<file path="config.mk">
export PLATFORM = sky130hd
export DESIGN_NAME = data_cache
export DESIGN_NICKNAME = d
export VERILOG_FILES = /design/src/rtl/data_cache.sv
export SDC_FILE = /design/constraint.sdc
export NUM_CORES = 1
export LEC_CHECK = 0
export ABC_AREA = 1
export CAP_MARGIN = 20
export CORE_MARGIN = 2
export CORE_UTILIZATION = 50
export DETAILED_ROUTE_END_ITERATION = 7
export PLACE_DENSITY = 0.76
export SYNTH_ARGS = -nofsm -noshare
export SYNTH_HDL_FRONTEND = slang
export SYNTH_SLANG_ARGS = --single-unit
</file>
<file path="constraint.sdc">
create_clock -name clk -period 4.05 [get_ports clk]
set_input_delay 0.6075 -clock clk [delete_from_list [all_inputs] [get_ports clk]]
set_output_delay 0.6075 -clock clk [all_outputs]
set_load 0.02 [all_outputs]
</file>
<file path="src/rtl/data_cache.sv">
// Direct-mapped write-through data cache between MEM stage and data_ram.
// Read hits are combinational; misses and writes run one memory transaction.
module data_cache #(
  parameter int INDEX_WIDTH = 3
) (
  input  logic        clk,
  input  logic        rst,
  input  logic        cpu_cs,
  input  logic        cpu_we,
  input  logic [31:0] cpu_addr,
  input  logic [31:0] cpu_din,
  output logic [31:0] cpu_dout,
  output logic        cpu_stall,
  output logic        mem_cs,
  output logic        mem_we,
  output logic [31:0] mem_addr,
  output logic [31:0] mem_din,
  input  logic [31:0] mem_dout,
  input  logic        mem_ack
);

  localparam int LINES = 1 << INDEX_WIDTH;
  localparam int TW    = 32 - INDEX_WIDTH;

  typedef enum logic [1:0] {
    IDLE,
    READ,
    WRITE,
    RECOVER
  } state_t;

  state_t state, state_n;

  logic [LINES-1:0] valid;
  logic [TW-1:0]    tag_q  [LINES];
  logic [31:0]      data_q [LINES];

  logic [31:0] req_addr;
  logic [31:0] req_data;
  logic [31:0] rdata;

  logic [INDEX_WIDTH-1:0] idx;
  logic [INDEX_WIDTH-1:0] ridx;
  logic                   hit;
  logic                   req_hit;
  logic                   take;

  assign idx     = cpu_addr[INDEX_WIDTH-1:0];
  assign ridx    = req_addr[INDEX_WIDTH-1:0];
  assign hit     = valid[idx] && (tag_q[idx] == cpu_addr[31:INDEX_WIDTH]);
  assign req_hit = valid[ridx] && (tag_q[ridx] == req_addr[31:INDEX_WIDTH]);
  assign take    = (state == IDLE) && cpu_cs && (cpu_we || !hit);

  // Memory side is decoded only from state and request registers
  assign mem_cs   = (state == READ) || (state == WRITE);
  assign mem_we   = (state == WRITE);
  assign mem_addr = mem_cs ? req_addr : 32'hFFFF_FFFF;
  assign mem_din  = mem_we ? req_data : 32'h0;

  // State register
  always_ff @(posedge clk) begin
    if (rst) state <= IDLE;
    else     state <= state_n;
  end

  // Next state, stall and read data
  always_comb begin
    state_n   = state;
    cpu_stall = 1'b0;
    cpu_dout  = 32'h0;
    unique case (state)
      IDLE: begin
        if (cpu_cs) begin
          if (cpu_we) begin
            cpu_stall = 1'b1;
            state_n   = WRITE;
          end else if (hit) begin
            cpu_dout = data_q[idx];
          end else begin
            cpu_stall = 1'b1;
            state_n   = READ;
          end
        end
      end
      READ: begin
        cpu_stall = 1'b1;
        if (mem_ack) state_n = RECOVER;
      end
      WRITE: begin
        cpu_stall = 1'b1;
        if (mem_ack) state_n = RECOVER;
      end
      RECOVER: begin
        cpu_dout = rdata;
        state_n  = IDLE;
      end
    endcase
  end

  // Request latches, valid bits and returned read data
  always_ff @(posedge clk) begin
    if (rst) begin
      valid    <= '0;
      req_addr <= 32'h0;
      req_data <= 32'h0;
      rdata    <= 32'h0;
    end else begin
      if (take) begin
        req_addr <= cpu_addr;
        if (cpu_we) req_data <= cpu_din;
      end
      if (state == READ && mem_ack) begin
        valid[ridx] <= 1'b1;
        rdata       <= mem_dout;
      end
      if (state == WRITE && mem_ack) rdata <= 32'h0;
    end
  end

  // Line tag/data arrays: fill on read ack, update on write hit
  always_ff @(posedge clk) begin
    if (!rst) begin
      if (state == READ && mem_ack) begin
        tag_q[ridx]  <= req_addr[31:INDEX_WIDTH];
        data_q[ridx] <= mem_dout;
      end else if (state == WRITE && mem_ack && req_hit) begin
        data_q[ridx] <= req_data;
      end
    end
  end

endmodule

</file>
==> results of run 1 <==
layer usage:
metal	track usage	vias up	wire (um)
met5	0	-	27
met4	0.140	4	3760
met3	0.0484	274	7520
met2	0.441	1268	37400
met1	0.364	10746	31600
li1	-	10688	-
area by class of cell:
class | count | area [um2]
fill | 4463 | 21700
multi-input combinational | 1995 | 9100
clock inverter | 32 | 380
antenna | 1 | 2.50
sequential | 597 | 16800
clock buffer | 82 | 1690
tap | 748 | 936
inverter | 303 | 1140
timing repair buffer | 310 | 3210
timing repair:
action                                 CTS  global route
gates resized for setup                  7            26
endpoints found under the hold margin    0             0
setup endpoints to repair                7            26
power groups by stage:
stage	sequential, uW	clock [uW]	combinational, uW
6_report	7370	5710	4390
5_1_grt	7400	5980	4730
4_1_cts	7360	5740	4320
3_5_place_dp	7490	0	4280
3_3_place_gp	7470	0	4230
2_1_floorplan	7360	0	2550
cell families after synthesis:
family,synth area share
and+or+nand+nor,0.198
xor gates and xnor gates,0.00284
muxes,0.000361
buffers and inverters,0.0712
adders and majority gates,0.00226
DFF,0.607
AOI/OAI and AO/OA,0.118
worst max path at each step:
stage	end	slack (ps)
final	cpu_dout[2]	150
after global placement	cpu_dout[2]	-80
after floorplan	data_q[2][0]	90
after detailed placement	cpu_dout[2]	-150
after CTS	cpu_dout[7]	2
after global routing	cpu_dout[2]	8
sequential cells by signal, summed over array words and instances (netlist names), named ones only:
register,count
data_q,256
rdata,32
req_addr,32
req_data,32
state,2
tag_q,232
valid,8
worst reg2reg max path: cells and delay by family, from the launching register on:
kind                      cells  cell delay, ps
buffers and inverters         3             770
DFF                           1             410
AOI/OAI and AO/OA             4             950
and+or+nand+nor               6             850
xor gates and xnor gates      1             360
cells in the mapped netlist (all sizes together):
library cell,count
nand4,5
nand3,177
nor3,14
o221ai,32
a22o,1
o211ai,32
o21a,1
ha,5
mux2i,1
nand2,801
a31oi,8
o22ai,25
a32o,9
xor2,9
nor2,374
or2,1
buf,95
clkinv,2
clkbuf,98
nand3b,10
inv,301
o21ai,302
edfxtp,488
a21oi,188
dfxtp,109
per-stage QoR:
stage	cell area (um2)	hold WS (ps)	util
after floorplan	27700	446	-
after global placement	31200	453	0.567
after detailed placement	31200	457	0.567
after CTS	33200	467	0.604
after global routing	33300	478	0.606
final	33300	468	0.606
==> out/qor.csv, run 1 <==
metric,value,unit
status,"finished, final reports clean",
Starting DRT DRC Count,2810,
Buf/Inv on CP,5,
first-pass GRT wire length,121000,um
Mapped Area,27700,um2
cell count after placement,3953,
RSZ-0062 raised after global routing,false,
max cap viols,0,
Crit-path slowest cell,clkdlybuf4s15_1,
cells after synthesis,3088,
Post-CTS Hold Fix Bufs,0,
Tightest Pin Transition,1070,ps
Pwr Total,17500,uW
fin. max-slew vios,0,
sequential share of the synthesized area,0.607,
Congestion Overflow GR,0,
non-filler instance count after layout,4068,
H-tree Lvls,2,
CP Cell Sequence,clkbuf_8 > buf_12 > buf_12 > nor2_1 > nor2_1 > nand2_1 > nand3_1 > nand2_1 > nand2_1 > nand2_1 > nand2_1 > nor2_1 > nand2_1 > nor2_1 > nand2_1 > nor2_2 > buf_12 > nand2_1 > a21oi_1 > clkdlybuf4s15_1,
Hold Crit Class,flop to flop,
setup TNS,0,ps
Crit path max-delay family,simple AND/OR/NAND/NOR gates,
CP Class,input pin to primary output,
Worst setup EP type,primary output,
most frequent cells in the layout,"nand2_1, edfxtp_1, nor2_1, inv_1, o21ai_0",
DR pass1 iterations,5,
peak supply drop,0.349,mV
Reg2Reg Depth,14,
Crit path largest cell delay,370,ps
Core Region,55000,um2
Worst slew margin,0.285,
CP required,3440,ps
CTS tree,yes,
syn nets,3194,
WL/cell,19.7,um
switching power,5630,uW
"commonest non-fill, non-tap cell in the layout",nand2_1,
DRC violations left,0,
hold_sp,rdata[12],
initial antenna violation count,3,
sequential power share,0.422,
share of Yosys cell area claimed by the top area cell type,0.528,
Layout Area Growth over Synthesis,20.1,%
Final setup viols,0,
Avg Inst Size Synth,8.98,um2
LEAKAGE,0.0136,uW
Net Sw Frac,0.323,
die height,240,um
P_int,11800,uW
postcts setup bufs,0,
vias in the first global route,21612,
Fmax,256,MHz
vias after detailed routing,22980,
Hold EP,rdata[12],
synth top area cells,"edfxtp_1, nand2_1, dfxtp_1, nor2_1, o21ai_0",
clock skew,53.1,ps
final critical-path required period,3900,ps
crit path from,cpu_addr[0],
Worst setup SP type,input pin,
crit path max fanout,32,
largest net degree at the start of global routing,73,
register bit total from synthesis,597,
depth of the worst hold-timing path,2,
CTS sink cnt,597,
Ys Warns,0,
Final Hold Vio Count,0,
Die Width,240,um
synth unique cells,32,
Die ar.,57400,um2
clk root buf,clkbuf_16,
FF-to-FF End,data_q[6][14],
DRT Wirelength,80300,um
combinational share of power,0.251,
Worst-path clk slew,60,ps
hpwl dp,49600,um
GRT Util Overall,0.276,
DRT antenna net count,0,
vias per cell,5.65,
setup ws final,149,ps
IO Pins,200,
clock share of power,0.327,
flop2flop setup slack,370,ps
cell mode on critical path,nand2_1,
I/O Buffers,199,
Core Rows,86,
PwrDens,524,nW/um2
Bufs on Longest Clock Path,3,
starting density of the core,0.504,
routability congestion estimate from global placement,0.896,
Final #Nets,3373,
"worst slack, placed",-147,ps
critical path depth,20,
layout cells sized above 1,0.0732,
CTS Buf Count,60,
Synth area leader,edfxtp_1,
crit path DAT,3290,ps
clk_lat worst skew,670,ps
Tcrit/Tclk final,0.963,
Note: power is estimated with default switching activity, not from simulation.
==> run 2, diff against run 1 <==
--- a/config.mk
+++ b/config.mk
@@ -6,11 +6,13 @@
 export NUM_CORES = 1
 export LEC_CHECK = 0
 export ABC_AREA = 1
+export ABC_CLOCK_PERIOD_IN_PS = 4050
 export CAP_MARGIN = 20
 export CORE_MARGIN = 2
 export CORE_UTILIZATION = 50
 export DETAILED_ROUTE_END_ITERATION = 7
 export PLACE_DENSITY = 0.76
+export SKIP_CTS_REPAIR_TIMING = 1
 export SYNTH_ARGS = -nofsm -noshare
 export SYNTH_HDL_FRONTEND = slang
 export SYNTH_SLANG_ARGS = --single-unit
==> out/qor.csv, run 2 (synthesis gave the netlist of run 1 again) <==
metric,value,unit
die height,240,um
max cap viols,0,
I/O Buffers,199,
Crit path max-delay family,buffers and inverters,
CP Class,input pin to primary output,
Worst-path clk slew,60,ps
Fmax,261,MHz
H-tree Lvls,2,
DRC violations left,0,
first-pass GRT wire length,121000,um
CP required,3440,ps
clock share of power,0.327,
CTS Buf Count,60,
non-filler instance count after layout,4068,
clk root buf,clkbuf_16,
vias per cell,5.64,
Worst slew margin,0.287,
CTS sink cnt,597,
Die Width,240,um
RSZ-0062 raised after global routing,false,
initial antenna violation count,3,
starting density of the core,0.504,
Net Sw Frac,0.323,
DRT Wirelength,80400,um
Core Region,55000,um2
max FFs per register,256,
layout cells sized above 1,0.0732,
CTS tree,yes,
Worst setup SP type,input pin,
Starting DRT DRC Count,2807,
Crit path largest cell delay,730,ps
DRT antenna net count,0,
hpwl dp,49600,um
depth of the worst hold-timing path,2,
Crit-path slowest cell,clkdlybuf4s50_1,
Final #Nets,3373,
Hold EP,rdata[12],
Tightest Pin Transition,1070,ps
IO Pins,200,
GRT Util Overall,0.276,
Bufs on Longest Clock Path,3,
vias after detailed routing,22957,
largest net degree at the start of global routing,73,
post-route design area,33300,um2
Congestion Overflow GR,0,
Layout Area Growth over Synthesis,20.2,%
CP Cell Sequence,clkbuf_8 > buf_12 > buf_12 > nand2_1 > o211ai_1 > nand3_1 > a21oi_1 > nor2_1 > nand3_1 > nor2_1 > nand2_1 > buf_4 > nand3_2 > a21oi_1 > clkdlybuf4s50_1,
sequential power share,0.422,
FF-to-FF End,data_q[6][30],
Reg with most FFs,data_q,
Pwr Total,17500,uW
WL/cell,19.8,um
"commonest non-fill, non-tap cell in the layout",nand2_1,
status,"finished, final reports clean",
switching power,5640,uW
fin. max-slew vios,0,
Worst setup EP type,primary output,
cell count after placement,3953,
Final setup viols,0,
P_int,11800,uW
crit path DAT,3220,ps
routability congestion estimate from global placement,0.896,
peak supply drop,0.352,mV
most frequent cells in the layout,"nand2_1, edfxtp_1, nor2_1, inv_1, o21ai_0",
Buf/Inv on CP,5,
combinational share of power,0.251,
Die ar.,57400,um2
Core Rows,86,
Hold Crit Class,flop to flop,
hold_sp,rdata[12],
Area after DPL,31200,um2
vias in the first global route,21612,
clk_lat worst skew,670,ps
fill cell count,4457,
clock skew,53.0,ps
Largest regs,"data_q: 256 flops, tag_q: 232 flops",
final critical-path required period,3830,ps
flop2flop setup slack,320,ps
LEAKAGE,0.0137,uW
Reg2Reg Depth,13,
Tcrit/Tclk final,0.945,
crit path max fanout,32,
PwrDens,524,nW/um2
DR pass1 iterations,6,
Final Hold Vio Count,0,
[run 2: power by group through the flow]
stage	sequential (uW)	clock, uW	combinational [uW]
2_1_floorplan	7360	0	2550
3_3_place_gp	7470	0	4230
3_5_place_dp	7490	0	4280
4_1_cts	7360	5740	4320
5_1_grt	7400	5980	4730
6_report	7370	5710	4390
[run 2: worst reg2reg max path: cells and delay by family (launching register included)]
kind                      cells  cell delay [ps]
AOI/OAI and AO/OA             4             1240
and+or+nand+nor               6              860
buffers and inverters         2              480
xor gates and xnor gates      1              380
DFF                           1              410
[run 2: metrics by stage]
step / hold WS (ps) / TNS (ps) / utilization / worst slack [ps]
3_5_place_dp: 457 / -251 / 0.567 / -147
3_3_place_gp: 453 / -80.3 / 0.567 / -80.3
5_1_grt: 478 / 0 / 0.606 / 38.5
4_1_cts: 467 / -316 / 0.605 / -156
2_1_floorplan: 446 / 0 / - / 89.0
6_report: 468 / 0 / 0.606 / 224
[run 2: how the worst max path moves through the flow]
stage / start / end / depth (start not counted)
finish: cpu_addr[0] / cpu_stall / 15
global route: flop / data_q[5][14] / 14
CTS: cpu_addr[0] / cpu_dout[2] / 20
detailed placement: cpu_addr[0] / cpu_dout[2] / 20
global placement: cpu_addr[0] / cpu_dout[2] / 18
floorplan: state[0] / data_q[2][0] / 14
[run 2: layout make-up]
type / count / area [um2] / area share
Antenna cell: 1 / 2.50 / 0.0000751
Clock buffer: 82 / 1690 / 0.0506
Clock inverter: 32 / 380 / 0.0114
Inverter: 303 / 1140 / 0.0343
Multi-Input combinational cell: 1995 / 9100 / 0.273
Sequential cell: 597 / 16800 / 0.505
Tap cell: 748 / 936 / 0.0281
Timing Repair Buffer: 310 / 3240 / 0.0972
[run 2: routing by layer]
| layer | global-route usage | vias up | wire (um) |
|---|---|---|---|
| li1 | - | 10687 | - |
| met1 | 0.364 | 10753 | 31500 |
| met2 | 0.441 | 1266 | 37600 |
| met3 | 0.0484 | 247 | 7570 |
| met4 | 0.140 | 4 | 3690 |
| met5 | 0 | - | 27 |
